===== src/rtl/mux2_rr_arbiter.sv =====
// mux2_rr_arbiter: two-requester round-robin valid/ready arbiter driving a 2:1 mux; MUX2_RR_ARBITER_STATS_EN adds grant counters
module mux2_rr_arbiter #(
  parameter int DW = 8,
  parameter int MAX_BEATS = 4,
  parameter int CNT_W = 16
) (
  input  logic          clk,
  input  logic          rst,
  input  logic          req0,
  input  logic [DW-1:0] data0,
  input  logic          last0,
  output logic          ack0,
  input  logic          req1,
  input  logic [DW-1:0] data1,
  input  logic          last1,
  output logic          ack1,
  input  logic          out_ready,
  output logic          out_valid,
  output logic [DW-1:0] out_data,
  output logic          sel,
  output logic          busy
`ifdef MUX2_RR_ARBITER_STATS_EN
  ,
  output logic [CNT_W-1:0] gnt_cnt0,
  output logic [CNT_W-1:0] gnt_cnt1
`endif
);
  localparam int BW = $clog2(MAX_BEATS + 1);
  localparam logic [BW-1:0] MB = BW'(MAX_BEATS);
  typedef enum logic {IDLE, OWN} state_t;
  state_t state, state_nx;
  logic prio, prio_nx, sel_nx;
  logic [BW-1:0] beat_cnt, beat_nx;
  logic own, req_sel, req_oth, last_sel, win, beat, grant, rel;
  assign own      = state == OWN;
  assign req_sel  = sel ? req1 : req0;
  assign req_oth  = sel ? req0 : req1;
  assign last_sel = sel ? last1 : last0;
  assign win      = (req0 & req1) ? prio : req1;
  assign beat     = out_valid & out_ready;
  assign grant    = ~own & (req0 | req1);
  // release on last beat, on the bounded-burst limit while contended, or on abort
  assign rel      = own & (~req_sel | (beat & (last_sel | (req_oth & beat_cnt >= MB - 1'b1))));
  always_ff @(posedge clk) begin
    if (rst) begin
      state    <= IDLE;
      sel      <= 1'b0;
      prio     <= 1'b0;
      beat_cnt <= '0;
    end else begin
      state    <= state_nx;
      sel      <= sel_nx;
      prio     <= prio_nx;
      beat_cnt <= beat_nx;
    end
  end
  always_comb begin
    state_nx = grant ? OWN : rel ? IDLE : state;
    sel_nx   = grant ? win : sel;
    prio_nx  = rel ? ~sel : prio;
    beat_nx  = grant ? '0 : (beat && beat_cnt != MB) ? beat_cnt + 1'b1 : beat_cnt;
  end
  always_comb begin
    out_valid = own & req_sel & ~rst;
    ack0      = beat & ~sel;
    ack1      = beat & sel;
    busy      = own;
    out_data  = sel ? data1 : data0;
  end
`ifdef MUX2_RR_ARBITER_STATS_EN
  always_ff @(posedge clk) begin
    if (rst) begin
      gnt_cnt0 <= '0;
      gnt_cnt1 <= '0;
    end else if (grant) begin
      gnt_cnt0 <= gnt_cnt0 + CNT_W'(~win);
      gnt_cnt1 <= gnt_cnt1 + CNT_W'(win);
    end
  end
`endif
endmodule


===== config.mk =====
export PLATFORM = sky130hd
export DESIGN_NAME = mux2_rr_arbiter
export DESIGN_NICKNAME = d
export VERILOG_FILES = /design/src/rtl/mux2_rr_arbiter.sv
export SDC_FILE = /design/constraint.sdc
export NUM_CORES = 1
export LEC_CHECK = 0
export CAP_MARGIN = 20
export CORE_MARGIN = 2
export CORE_UTILIZATION = 37
export CTS_BUF_LIST = sky130_fd_sc_hd__clkbuf_2
export DETAILED_ROUTE_END_ITERATION = 7
export PLACE_DENSITY = 0.86
export SYNTH_ARGS = -nofsm -noshare
export SYNTH_HDL_FRONTEND = slang
export SYNTH_SLANG_ARGS = --single-unit

===== constraint.sdc =====
create_clock -name clk -period 3.6 [get_ports clk]
set_input_delay 0.36 -clock clk [delete_from_list [all_inputs] [get_ports clk]]
set_output_delay 0.36 -clock clk [all_outputs]
set_load 0.02 [all_outputs]

======== Word level (Yosys, flattened, before mapping) ========
Index checks and enable logic that the tools add are counted.
word-level totals
  flip-flop bits (word level) ............. 6
  input port bits ......................... 23
  output and inout bits ................... 13
  logic and storage cells ................. 34
operators by class
  add/subtract/negate cells ............... 1
  order comparisons ....................... 1
  equality and inequality tests ........... 1
  multiplexer cells ....................... 7
  bitwise operators ....................... 17
  reductions and logical operators ........ 3
operators by type and width
  cell                                                                   number
  1-bit AND                                                              10
  8-bit 2-to-1 mux                                                       1
  1-bit 2-to-1 mux                                                       6
  1-bit NOT                                                              4
  3-bit by 1-bit adder with 3-bit output, second input constant          1
  3-bit by 2-bit >= comparator with 1-bit output, second input constant  1
  3-bit inequality test, second input constant                           1
  1-bit bitwise OR                                                       3
  2-bit nonzero test                                                     1
  2-bit OR reduction                                                     1
  1-bit logical AND                                                      1

======== Depth between registers and ports, before layout ========
  depth after elaboration ................. 9
  mapped depth ............................ 6
  gate-level depth less buffers ........... 6

======== Worst setup path before layout ========
Ideal clock, no wire load.
  path kind ............................... register -> output
  from .................................... register sel
  to ...................................... output out_data[0]
  arrival ................................. 1.319 ns
  data required time ...................... 3.240 ns
  setup slack ............................. 1.921 ns
  cell stages (with the launch flop) ...... 3
  path buffers ............................ 1
  cells stage by stage .................... dfxtp_1 clkbuf_1 mux2_1
between the ends
  longest elaborated chain between the ends .. 1
ends and longest elaborated chain
  element                   RTL line  text
  start: declaration        20        output logic sel,
  start signal: assignment  52        sel <= sel_nx;
  8-bit 2-to-1 mux          68        out_data = sel ? data1 : data0;
  end: declaration          19        output logic [DW-1:0] out_data,
No other way between the ends.

======== Worst setup path in the final report ========
  from .................................... register sel
  to ...................................... output out_valid
between the ends
  longest elaborated chain between the ends .. 3
ends and longest elaborated chain
  element                  RTL line  text
  1-bit 2-to-1 mux         36        assign req_sel = sel ? req1 : req0;
  1-bit AND (2 in series)  64        out_valid = own & req_sel & ~rst;
  end: declaration         18        output logic out_valid,
No other way between the ends.

==> flow_summary_export.csv <==
group,metric,value,unit
placement,place.gp.congestion,0.873,
global_routing,antenna_found_initial,0,
synth,synth_top_cell_area_share,0.244,
setup_path,r2r-start,"beat_cnt[1]$_SDFFE_PP0P_",
routing,drt-initial-drc-count,6,
routing,wl_per_cell,12.2,um
synth,netlist_instances,56,
synth,ys_seq_elements,6,
synth,synth-simple-area-share,0.155,
setup_path,cp_slowest_stage_delay,0.70,ns
routing,num_vias,553,
synth,synth_cell_types,27,
finish,layoutNonFillerInstCount,108,
timing,fmax,415,MHz
synth,synth_top_family_by_area,"multiplexers",
timing,final.period_utilization,0.670,
setup_path,worstSetupStartpointType,"flop",
clocking,clk_latency,0.23,ns
synth,ys_warn_count,0,
finish,antenna_cells,0,
timing,finalCriticalPeriod,2.41,ns
synth,yosys-top-cells-area,"dfxtp_1, mux2_1, ha_1",
synth,syn_avg_cell_area,8.78,sq um
setup_path,rrSetupSlack,1.79,ns
synth,synth_top_area_cell,"dfxtp_1",
synth,netlist_area,492,sq um
timing,rsz0062_at_grt,"false",
setup_path,path_buf_inv,1,
clocking,clkSinkCount,6,
timing,setup-violations-final,0,
clocking,cts_buffers,3,
power_and_ir_drop,power.density,243,mW/mm^2
power_and_ir_drop,p_int,145,uW
timing,drv_slew,0,
finish,mostFrequentLayoutCell,"clkdlybuf4s50_1",
finish,nFillCells,100,
power_and_ir_drop,power_frac_comb,0.413,
routing,drtPass1Iterations,4,
die,start_util,0.388,
placement,dpl.cell_count,105,
flow_run,drv_cap,0,
routing,wirelength,1.32,mm
finish,post-route-util,0.687,
synth,synth_xor_area_frac,0.0178,
synth,syn-num-nets,82,
die,fp.dieH,40.5,um
setup_path,rr_endpoint,"prio$_SDFFE_PP0P_",
die,core_area,0.00127,sq mm
clocking,clockRootBuffer,"clkbuf_2",
setup_path,crit_slowest_cell,"dfxtp_1",
setup_path,crit_required,3.24,ns
timing,worst_pin_slew,0.596,ns
timing,slew_headroom,0.602,
setup_path,crit_path_end_kind,"output pin",
synth,synthAdderAreaFrac,0.0763,
setup_path,critical_path_class,"flop to output pin",
setup_path,crit_fanout,16,
global_routing,grt_pass1_vias,480,
die,die_w,40.5,um
synth,synth_compound_area_frac,0.211,
placement,portBuffers,35,
setup_path,cp.arrival,2.05,ns
worst_hold_path,min_from,"prio$_SDFFE_PP0P_",
worst_hold_path,hold_path_class,"flop to flop",
routing,drc,0,
clocking,cts_setup_buffers,0,
clocking,clkSlewWorstSetupHoldPaths,0.06,ns
power_and_ir_drop,netSwitchingPower,66.8,uW
timing,fin_setup_tns,0,ns
finish,final_cell_mix,"clkdlybuf4s50_1, mux2_1, inv_1, nor2_1, dfxtp_1",
routing,ant_nets,0,
setup_path,crit_path_cell_trace,"mux2_4, nor3b_1, clkdlybuf4s50_1",
setup_path,r2r_cells,6,
die,dieArea,0.00164,sq mm
clocking,cts_tree,"done",
die,pin_count,36,
global_routing,grtUsageTotal,0.177,
power_and_ir_drop,power_frac_seq,0.357,
clocking,clockBufferDepth,2,
global_routing,grt_max_degree,17,
status,status,"complete, no violations",
die,num_rows,13,
clocking,htreeDepth,1,
global_routing,grt_overflow,0,
clocking,cts_hold_buf,0,
finish,fin_nets,121,
clocking,ctsResizeCount,0,
setup_path,crit_family,"flip-flops",
finish,area_delta_synth_final,77.4,%
power_and_ir_drop,p_leak,0.357,nW
timing,finalHoldViolations,0,
power_and_ir_drop,power,212,uW
worst_hold_path,worstHoldEndpoint,"prio$_SDFFE_PP0P_",
timing,finalClockSkew,0.00412,ns
synth,muxShareOfSynthArea,0.234,
synth,yosysSeqAreaShare,0.244,
worst_hold_path,worstHoldPathCells,2,
power_and_ir_drop,clkPwrFrac,0.230,
power_and_ir_drop,vdd_drop_max,0.145,mV
placement,dpl.hpwl,1.09,mm
timing,whs,0.463,ns
routing,vias_per_cell,5.12,
global_routing,grt_pass1_wl,1.88,mm
power_and_ir_drop,p_sw_frac,0.315,
finish,drive_gt1_frac,0.0645,
per-layer routing:
metal  vias to the layer above  GRT usage  wire length, um
li1                        275          -                -
met1                       236      0.203              530
met2                        39      0.286              529
met3                         3     0.0389              235
met4                         0      0.125               23
met5                         -          0                0
power groups by stage:
stage | sequential, mW | combinational [mW] | clock (mW)
floorplan | 0.0762 | 0.0392 | 0
global placement | 0.0770 | 0.0861 | 0
detailed placement | 0.0772 | 0.0874 | 0
CTS | 0.0756 | 0.0880 | 0.0524
global route | 0.0763 | 0.0948 | 0.0533
finish | 0.0756 | 0.0875 | 0.0488
Yosys cell counts:
| cell type | number |
|---|---|
| a211o_1 | 1 |
| a211oi_1 | 1 |
| a21oi_1 | 2 |
| a221oi_2 | 1 |
| a311oi_1 | 1 |
| and2_1 | 1 |
| and3b_1 | 1 |
| clkbuf_1 | 1 |
| dfxtp_1 | 6 |
| ha_1 | 3 |
| inv_1 | 7 |
| mux2_1 | 8 |
| mux2_4 | 1 |
| mux2i_1 | 1 |
| nand2_1 | 1 |
| nand2_2 | 1 |
| nand2b_1 | 2 |
| nand3_1 | 1 |
| nor2_1 | 7 |
| nor3b_1 | 1 |
| o211ai_1 | 1 |
| o21a_1 | 1 |
| o21ai_0 | 2 |
| o21ba_1 | 1 |
| o32a_1 | 1 |
| o32ai_1 | 1 |
| xnor2_1 | 1 |
how the worst max path moves through the flow:
| stage | from | to | slack, ns | cells past startpoint |
|---|---|---|---|---|
| after floorplan | sel$_SDFFE_PP0P_ | out_data[0] | 1.92 | 2 |
| after global placement | rst | ack0 | 1.28 | 5 |
| after detailed placement | rst | ack1 | 1.25 | 5 |
| after CTS | sel$_SDFFE_PP0P_ | out_valid | 1.15 | 3 |
| after global routing | sel$_SDFFE_PP0P_ | out_valid | 1.06 | 3 |
| final | sel$_SDFFE_PP0P_ | out_valid | 1.19 | 3 |
flip-flops by register name, summed over array words and instances, names as in the netlist:
signal and cells:
beat_cnt 3, busy 1, prio 1, sel 1
area by class of cell:
type / instances / area [sq um] / share of cell area
Clock buffer: 3 / 15.0 / 0.0172
Inverter: 7 / 26.3 / 0.0301
Timing Repair Buffer: 35 / 350 / 0.402
Sequential cell: 6 / 120 / 0.138
Tap cell: 15 / 18.8 / 0.0215
Multi-Input combinational cell: 42 / 342 / 0.392
worst reg2reg max path: cells and delay by family (launching register included):
kind / cells / cell delay (ns)
DFF: 1 / 0.33
AOI/OAI and AO/OA: 4 / 1.02
adders and majority gates: 2 / 0.37
cell families (layout without fill, tap and decap cells):
logic type                 count (synthesis)  count (layout)
and+or+nand+nor                           15              15
AOI/OAI and AO/OA                         13              13
muxes                                     10              10
DFF                                        6               6
xor gates and xnor gates                   1               1
adders and majority gates                  3               3
buffers and inverters                      8              45
through the flow:
step                cell area [sq um]  setup slack, ns
floorplan                         492             1.92
CTS                               872             1.15
global route                      872             1.06
detailed placement                857             1.25
finish                            872             1.19
global placement                  857             1.28
Note: power is estimated with default switching activity, not from simulation.
